===== config.mk =====
export PLATFORM = sky130hd
export DESIGN_NAME = sram_read_sequencer
export DESIGN_NICKNAME = d
export VERILOG_FILES = /design/src/rtl/sram_seq_pkg.sv /design/src/rtl/sram_seq_timer.sv /design/src/rtl/sram_read_sequencer.sv
export SDC_FILE = /design/constraint.sdc
export NUM_CORES = 1
export LEC_CHECK = 0
export ABC_AREA = 1
export BUFFER_PORTS_ARGS = -buffer_cell sky130_fd_sc_hd__buf_2
export CAP_MARGIN = 20
export CORE_MARGIN = 1.5
export CORE_UTILIZATION = 34
export DETAILED_ROUTE_END_ITERATION = 12
export HOLD_SLACK_MARGIN = 0.1
export PLACE_DENSITY_LB_ADDON = 0.3
export SETUP_SLACK_MARGIN = 0.1
export SYNTH_ARGS = -nofsm -noshare
export SYNTH_HDL_FRONTEND = slang
export SYNTH_SLANG_ARGS = --single-unit

===== constraint.sdc =====
create_clock -name clk -period 1.85 [get_ports clk]
set_input_delay 0.0925 -clock clk [delete_from_list [all_inputs] [get_ports clk]]
set_output_delay 0.0925 -clock clk [all_outputs]
set_load 0.05 [all_outputs]

===== src/rtl/sram_seq_pkg.sv =====
// Shared types and constants for the SRAM read sequencer.
// Optional feature macro used by the top: SRAM_SEQ_CHECKSUM_EN.
package sram_seq_pkg;

    typedef enum logic [2:0] {
        S_IDLE,
        S_SETUP,
        S_STROBE,
        S_CAPTURE,
        S_HOLD,
        S_FINISH
    } seq_state_t;

    localparam int DEF_ADDR_W = 15;
    localparam int DEF_DATA_W = 8;
    localparam int CKSUM_W    = 16;

endpackage


===== src/rtl/sram_seq_timer.sv =====
// Loadable down-counter; expired is high while the count sits at zero.
// Shared by the SETUP and STROBE intervals of the read sequencer.
module sram_seq_timer #(
    parameter int W = 2
) (
    input  logic         clk,
    input  logic         rst,
    input  logic         load,
    input  logic [W-1:0] load_val,
    output logic         expired
);

    logic [W-1:0] cnt;

    // NOTE: sequential state uses non-blocking assignments so every register
    // updates from pre-edge values, independent of block ordering.
    always_ff @(posedge clk) begin
        if (rst) begin
            cnt <= '0;
        end else if (load) begin
            cnt <= load_val;
        end else if (cnt != '0) begin
            cnt <= cnt - 1'b1;
        end
    end

    assign expired = (cnt == '0);

endmodule


===== src/rtl/sram_read_sequencer.sv =====
// Sweeps the external SRAM with programmable setup/strobe timing and hands each
// captured address/data pair downstream. Define SRAM_SEQ_CHECKSUM_EN for a running checksum.
module sram_read_sequencer
    import sram_seq_pkg::*;
#(
    parameter int ADDR_W     = DEF_ADDR_W,
    parameter int DATA_W     = DEF_DATA_W,
    parameter int SETUP_CYC  = 2,
    parameter int STROBE_CYC = 3
) (
    input  logic                clk,
    input  logic                rst,
    input  logic                start,
    input  logic                abort,
    input  logic [ADDR_W-1:0]   base_addr,
    input  logic [ADDR_W:0]     word_count,
    output logic [ADDR_W-1:0]   sram_addr,
    output logic                sram_read,
    input  logic [DATA_W-1:0]   sram_data,
    output logic                smp_valid,
    input  logic                smp_ready,
    output logic [ADDR_W-1:0]   smp_addr,
    output logic [DATA_W-1:0]   smp_data,
`ifdef SRAM_SEQ_CHECKSUM_EN
    output logic [CKSUM_W-1:0]  checksum,
`endif
    output logic                busy,
    output logic                done
);

    localparam int MAX_CYC = (SETUP_CYC > STROBE_CYC) ? SETUP_CYC : STROBE_CYC;
    localparam int TMR_W   = $clog2(MAX_CYC + 1);
    // Timer is loaded with N-1 on entry so the interval lasts exactly N cycles.
    localparam logic [TMR_W-1:0] SETUP_LOAD  = TMR_W'(SETUP_CYC - 1);
    localparam logic [TMR_W-1:0] STROBE_LOAD = TMR_W'(STROBE_CYC - 1);

    seq_state_t        state, state_nxt;
    logic [ADDR_W-1:0] cur_addr;
    logic [ADDR_W:0]   remaining;
    logic              tmr_load;
    logic [TMR_W-1:0]  tmr_val;
    logic              tmr_expired;
    logic              accept;
    logic              handshake;
    logic              last_word;

    assign accept    = (state == S_IDLE) && start;
    assign handshake = (state == S_HOLD) && smp_ready;
    assign last_word = (remaining == (ADDR_W + 1)'(1));

    sram_seq_timer #(.W(TMR_W)) u_timer (
        .clk      (clk),
        .rst      (rst),
        .load     (tmr_load),
        .load_val (tmr_val),
        .expired  (tmr_expired)
    );

    always_ff @(posedge clk) begin
        if (rst) state <= S_IDLE;
        else     state <= state_nxt;
    end

    // NOTE: every signal gets a default before the case so no path can infer a latch.
    always_comb begin
        state_nxt = state;
        tmr_load  = 1'b0;
        tmr_val   = SETUP_LOAD;
        case (state)
            S_IDLE: begin
                if (start) begin
                    if (word_count == '0) begin
                        state_nxt = S_FINISH;
                    end else begin
                        state_nxt = S_SETUP;
                        tmr_load  = 1'b1;
                    end
                end
            end
            S_SETUP: begin
                if (abort) begin
                    state_nxt = S_FINISH;
                end else if (tmr_expired) begin
                    state_nxt = S_STROBE;
                    tmr_load  = 1'b1;
                    tmr_val   = STROBE_LOAD;
                end
            end
            S_STROBE: begin
                if (abort)            state_nxt = S_FINISH;
                else if (tmr_expired) state_nxt = S_CAPTURE;
            end
            S_CAPTURE: state_nxt = abort ? S_FINISH : S_HOLD;
            S_HOLD: begin
                // A same-cycle handshake still completes; abort only blocks the next word.
                if (handshake) begin
                    if (abort || last_word) begin
                        state_nxt = S_FINISH;
                    end else begin
                        state_nxt = S_SETUP;
                        tmr_load  = 1'b1;
                    end
                end else if (abort) begin
                    state_nxt = S_FINISH;
                end
            end
            S_FINISH: state_nxt = S_IDLE;
            default:  state_nxt = S_IDLE;
        endcase
    end

    always_comb begin
        busy      = (state != S_IDLE);
        done      = (state == S_FINISH);
        sram_read = (state == S_STROBE);
        smp_valid = (state == S_HOLD);
    end

    assign sram_addr = cur_addr;

    always_ff @(posedge clk) begin
        if (rst) begin
            cur_addr  <= '0;
            remaining <= '0;
            smp_addr  <= '0;
            smp_data  <= '0;
        end else begin
            if (accept && (word_count != '0)) begin
                cur_addr  <= base_addr;
                remaining <= word_count;
            end
            if ((state == S_CAPTURE) && !abort) begin
                smp_addr <= cur_addr;
                smp_data <= sram_data;
            end
            if (handshake) begin
                remaining <= remaining - 1'b1;
                if (!last_word) cur_addr <= cur_addr + 1'b1;
            end
        end
    end

`ifdef SRAM_SEQ_CHECKSUM_EN
    always_ff @(posedge clk) begin
        if (rst)            checksum <= '0;
        else if (accept)    checksum <= '0;
        else if (handshake) checksum <= checksum + CKSUM_W'(smp_data);
    end
`endif

endmodule


## Yosys cells after proc, flatten, opt, wreduce, memory -nomap -nowiden

Index checks and enable logic that the tools add are counted.

- Bits in registers: 59
- Bits of input ports: 44
- Output and inout bits: 42
- Word-level logic and storage cells: 62

- Add/subtract/negate cells: 3
- Eq/ne operators: 10
- Multiplexer cells: 28
- Reductions and logical operators: 15

Operator list:

| cell | count |
|---|---|
| 15-bit 2-to-1 mux | 3 |
| 16-bit 2-to-1 mux | 2 |
| 3-bit 2-to-1 mux | 9 |
| 16-bit by 1-bit equality test with 1-bit output (second input constant) | 1 |
| 16-bit logical NOT | 1 |
| 16-bit nonzero test | 1 |
| 16-bit by 1-bit subtractor with 16-bit output (second input constant) | 1 |
| 15-bit by 1-bit adder with 15-bit output (second input constant) | 1 |
| 3-bit one-hot mux with 5 select lines | 1 |
| 2-bit 2-to-1 mux | 5 |
| 1-bit 2-to-1 mux | 7 |
| 3-bit by 2-bit equality test with 1-bit output (second input constant) | 2 |
| 3-bit equality test (second input constant) | 2 |
| 3-bit by 2-bit inequality test with 1-bit output (second input constant) | 2 |
| 2-bit nonzero test | 3 |
| 1-bit logical AND | 4 |
| 4-bit AND reduction | 1 |
| 3-bit by 1-bit equality test with 1-bit output (second input constant) | 1 |
| 3-bit logical NOT | 1 |
| 3-bit inequality test (second input constant) | 1 |
| 1-bit one-hot mux with 3 select lines | 1 |
| 3-bit nonzero test | 1 |
| 2-bit logical NOT | 1 |
| 2-bit inequality test (second input constant) | 1 |
| 3 further kinds | 3 |

## Longest topological paths before layout

- Depth in word-level cells: 6
- Mapped depth: 11
- Gate-level depth less buffers: 11

## Cells and area by module

Synthesis repeated with hierarchy kept, for this count alone.

- Cell total of the unflattened synthesis: 537
- Area total of the unflattened synthesis: 3,529.6 sq um

Modules (own cells, without submodules):

| module | instances | cells each | area an instance (sq um) | sequential area each (sq um) |
|---|---|---|---|---|
| sram_read_sequencer | 1 | 520 | 3,415.8 | 1,141.1 |
| sram_seq_timer | 1 | 17 | 113.9 | 40.0 |

## Worst setup path after synthesis

No wires, ideal clock.

- Path kind: register to register
- From: reg cur_addr[1], in the netlist sram_addr[1]
- To: reg cur_addr[14], in the netlist sram_addr[14]
- Library setup time: 0.066 ns
- Arrival time: 1.827 ns
- Required time: 1.784 ns
- Path slack: -0.043 ns
- Cell stages (with the launch flop): 9
- Buffers on the path: 0
- Period minus slack after synthesis: 1.893 ns
- Cell sequence: dfxtp_1 ha_1 nand3_1 nor2_1 nand2_1 nor2_2 nand3_1 xor2_1 a21oi_2

- Word-level cells in the longest chain between the ends: 3

Ends and longest elaborated chain:

| what | RTL line | text |
|---|---|---|
| from (decl) | sram_read_sequencer.sv:38 | `logic [ADDR_W-1:0] cur_addr;` |
| from (signal assigned) | sram_read_sequencer.sv:129 | `cur_addr <= base_addr;` |
| from (signal assigned) | sram_read_sequencer.sv:138 | `if (!last_word) cur_addr <= cur_addr + 1'b1;` |
| 15-bit by 1-bit adder with 15-bit output | sram_read_sequencer.sv:138 |  |
| 15-bit 2-to-1 mux | sram_read_sequencer.sv:138 |  |
| 15-bit 2-to-1 mux | sram_read_sequencer.sv:136 | `if (handshake) begin` |

No other way between the ends.
A chain may end at the register's enable or synchronous reset.

## Worst setup path after layout

- From: in word_count[6]
- To: reg cur_addr[2], in the netlist sram_addr[2]

- Word-level cells in the longest chain between the ends: 5

Ends and longest elaborated chain:

| what | RTL line | text |
|---|---|---|
| from (decl) | sram_read_sequencer.sv:16 | `input logic [ADDR_W:0] word_count,` |
| 16-bit nonzero test * | sram_read_sequencer.sv:128 | `if (accept && (word_count != '0)) begin` |
| 1-bit logical AND * | sram_read_sequencer.sv:128 |  |
| 15-bit 2-to-1 mux * | sram_read_sequencer.sv:128 |  |
| 15-bit 2-to-1 mux | sram_read_sequencer.sv:138 |  |
| 15-bit 2-to-1 mux * | sram_read_sequencer.sv:136 |  |

Every way passes the cells marked *; elsewhere a longest branch is shown, timed or not.

==> metrics <==
synthesis-to-finish area growth 33.5%; drt drc 0; total negative slack 0 ns; fillcell total 993; Hold Crit Class input port to register; FF+latch count, synth 59; Power Density 1020 nW/um^2; maximum VDD drop 508 uV; Worst Clk Skew 0.0156 ns; final setup fails 0; Starting Density 35.5%; layout cell share with drive strength beyond 1 25.9%; routed length per instance 13.4 um; most used cell, CP nand2_1; Final #Nets 669; vias per cell 4.85; DP Wirelength 7020 um; via count 3665; leakage 0.00214 uW; gr ovfl total 0; Post-Synthesis Cells 503; CTS max path bufs 2; final WL 10100 um; I/O pin count 86; Slowest Stage Delay on Critical Path 0.54 ns; CP required 2.13 ns; slowest CP cell dlygate4sd3_1; buffers and inverters on the worst path 3; initial antenna violation count 0; die height 102 um; Yosys warnings 0; Max Slew Vio Count 0; number of distinct library cells after synthesis 34; DIE WIDTH 102 um; worst-margin pin slew 0.364 ns; status complete, no violations; Non-Filler Instances 755; maxcap violations 0; TritonCTS clock tree built; placed cells 707; Max Fclk 622 MHz; startpoint types input port; first-pass GRT wire length 16600 um; Fin. Hold Viols 0; Placer Congestion 0.815; H-tree depth 3; core footprint 9370 um^2; total clock sinks 59; Setup CP Type input port to register; diode count 0; Final Cycle Share 86.9%; Tot GR Track Use 20.2%; Syn Area/Cell 6.62 um^2; Worst-Skew Late Latency 0.35 ns; FP Rows 35; clk root buf clkbuf_8; R2R setup slack 0.25 ns; vias in the first global route 3569; # port buffers 85; sequential share of the synthesized area 35.5%; worst endpoint data arrival time 1.88 ns; Slew Limit Headroom 75.5%; syn nets 551; total CTS buffers 9; crit end category register; pin count of the biggest net entering global routing 28; Die Area 10400 um^2; clk slew on worst S/H paths 0.08 ns; DR iter-0 viols 149; critical path fanouts, max 17; first-pass iteration count of the detailed router 7; antenna viol nets, final 0; RSZ-0062 raised after global routing yes; Tmin final 1.61 ns; CP delay by family, top simple AND/OR/NAND/NOR gates; ordered list of cells on the worst path dlygate4sd3_1, buf_2, nor2_1, nand2_1, nor2_2, nand2_2, nand2_4, buf_12, nand2_1, nand3_1, nand2_1, a21oi_2; synthesized area 3330 um^2
==> worst register-to-register path, stage by stage, from the launching register on <==
cell	delay, ns
dfxtp_1	0.34
inv_1	0.09
ha_1	0.17
inv_1	0.05
nor3_1	0.16
nand3_1	0.10
nand2_2	0.19
inv_2	0.17
o21bai_1	0.17
inv_1	0.05
==> cells by family (layout without fill, tap and decap cells) <==
group                    after synthesis  after routing  share of synthesized area, %
AND/OR/NAND/NOR                      281            282                          36.9
flip-flops                            59             59                          35.5
adder cells (fa/ha/maj)                4              4                          1.50
AO/OA/AOI/OAI                         80             80                          13.9
XOR/XNOR                              13             13                          3.42
buffers and inverters                 66            188                          8.79
==> synthesized netlist by cell type <==
cell type / count / area, um^2
dfxtp_1: 59 / 1180
o211ai_1: 3 / 22.5
buf_6: 2 / 22.5
nor2_4: 3 / 33.8
o21bai_1: 1 / 7.51
a21oi_1: 27 / 135
nor3_1: 10 / 50.1
xor2_1: 12 / 105
nand3b_1: 5 / 37.5
a211oi_1: 1 / 7.51
o22ai_1: 1 / 6.26
nor2_2: 4 / 25.0
a21boi_0: 1 / 7.51
o21ai_0: 28 / 140
ha_1: 4 / 50.1
nand2_1: 117 / 439
buf_8: 1 / 15.0
inv_4: 1 / 6.26
buf_4: 2 / 15.0
a21oi_2: 9 / 78.8
nand4_1: 7 / 43.8
o311ai_0: 1 / 8.76
nand2_4: 1 / 11.3
a31oi_1: 2 / 12.5
clkbuf_1: 7 / 26.3
nor2_1: 79 / 297
nand2_2: 13 / 81.3
inv_2: 8 / 30.0
inv_1: 38 / 143
nand3_1: 42 / 210
a211oi_2: 1 / 12.5
o21ai_1: 5 / 25.0
xnor2_1: 1 / 8.76
buf_2: 7 / 35.0
==> state kept, by name, summed over array words and instances, names as in the netlist <==
name         count
sram_addr       15
smp_addr        15
state            3
remaining       16
u_timer.cnt      2
smp_data         8
==> metrics by stage <==
stage / util [%] / hold WS, ns / cell area, um^2 / total power (uW) / worst slack [ns]
6_report: 47.5 / 0.102 / 4450 / 4540 / 0.243
5_1_grt: 47.5 / 0.130 / 4450 / 4840 / 0.0908
4_1_cts: 46.9 / 0.102 / 4390 / 4520 / 0.138
3_5_place_dp: 41.7 / 0.321 / 3910 / 3260 / 0.244
3_3_place_gp: 41.7 / 0.315 / 3910 / 3220 / 0.249
2_1_floorplan: - / 0.227 / 3330 / 2860 / 0.129
==> report_power, final <==
part | internal [uW] | total (uW) | switching, uW
clock network | 628 | 1210 | 577
logic | 573 | 1710 | 1140
registers | 1430 | 1620 | 195
==> metal layers <==
layer	track usage, %	part of all wire [%]
met3	4.45	5.4
met5	0	0
met2	35.5	49
met1	24.6	44
met4	6.74	1.1
==> repair_timing <==
action / CTS / global route
setup buffers: 0 / 3
resized for setup: 0 / 10
hold buffers: 28 / 0
endpoints found under the setup margin: 0 / 28
hold endpoints to repair: 28 / 0
==> placed cells by master (no fill, tap or decap), drive strengths merged <==
cell type / instances
a211oi: 2
a21boi: 1
a21oi: 36
a31oi: 2
buf: 97
bufinv: 1
clkbuf: 9
clkinv: 3
clkinvlp: 2
dfxtp: 59
dlygate4sd3: 28
ha: 4
inv: 48
nand2: 132
nand3: 42
nand3b: 5
nand4: 7
nor2: 86
nor3: 10
o211ai: 3
o21ai: 33
o21bai: 1
o22ai: 1
o311ai: 1
xnor2: 1
xor2: 12
==> worst paths after layout <==
check / startpoint / endpoint / cells past startpoint
hold / removal: base_addr[13] / sram_addr[13]$_SDFF_PP0_ / 5
setup reg to reg: remaining[1]$_SDFFE_PP0P_ / sram_addr[0]$_SDFF_PP0_ / 9
setup / recovery: word_count[6] / sram_addr[2]$_SDFF_PP0_ / 12
hold reg to reg: remaining[13]$_SDFFE_PP0P_ / remaining[13]$_SDFFE_PP0P_ / 2
==> cell type report <==
| type | instances | area [um^2] | share of cell area [%] |
|---|---|---|---|
| Clock buffer | 9 | 124 | 2.78 |
| Inverter | 47 | 186 | 4.19 |
| Sequential cell | 59 | 1180 | 26.6 |
| Clock inverter | 7 | 76.3 | 1.72 |
| Tap cell | 129 | 161 | 3.63 |
| Timing Repair Buffer | 125 | 833 | 18.7 |
| Multi-Input combinational cell | 379 | 1880 | 42.3 |
(Power assumes the default switching activity.)
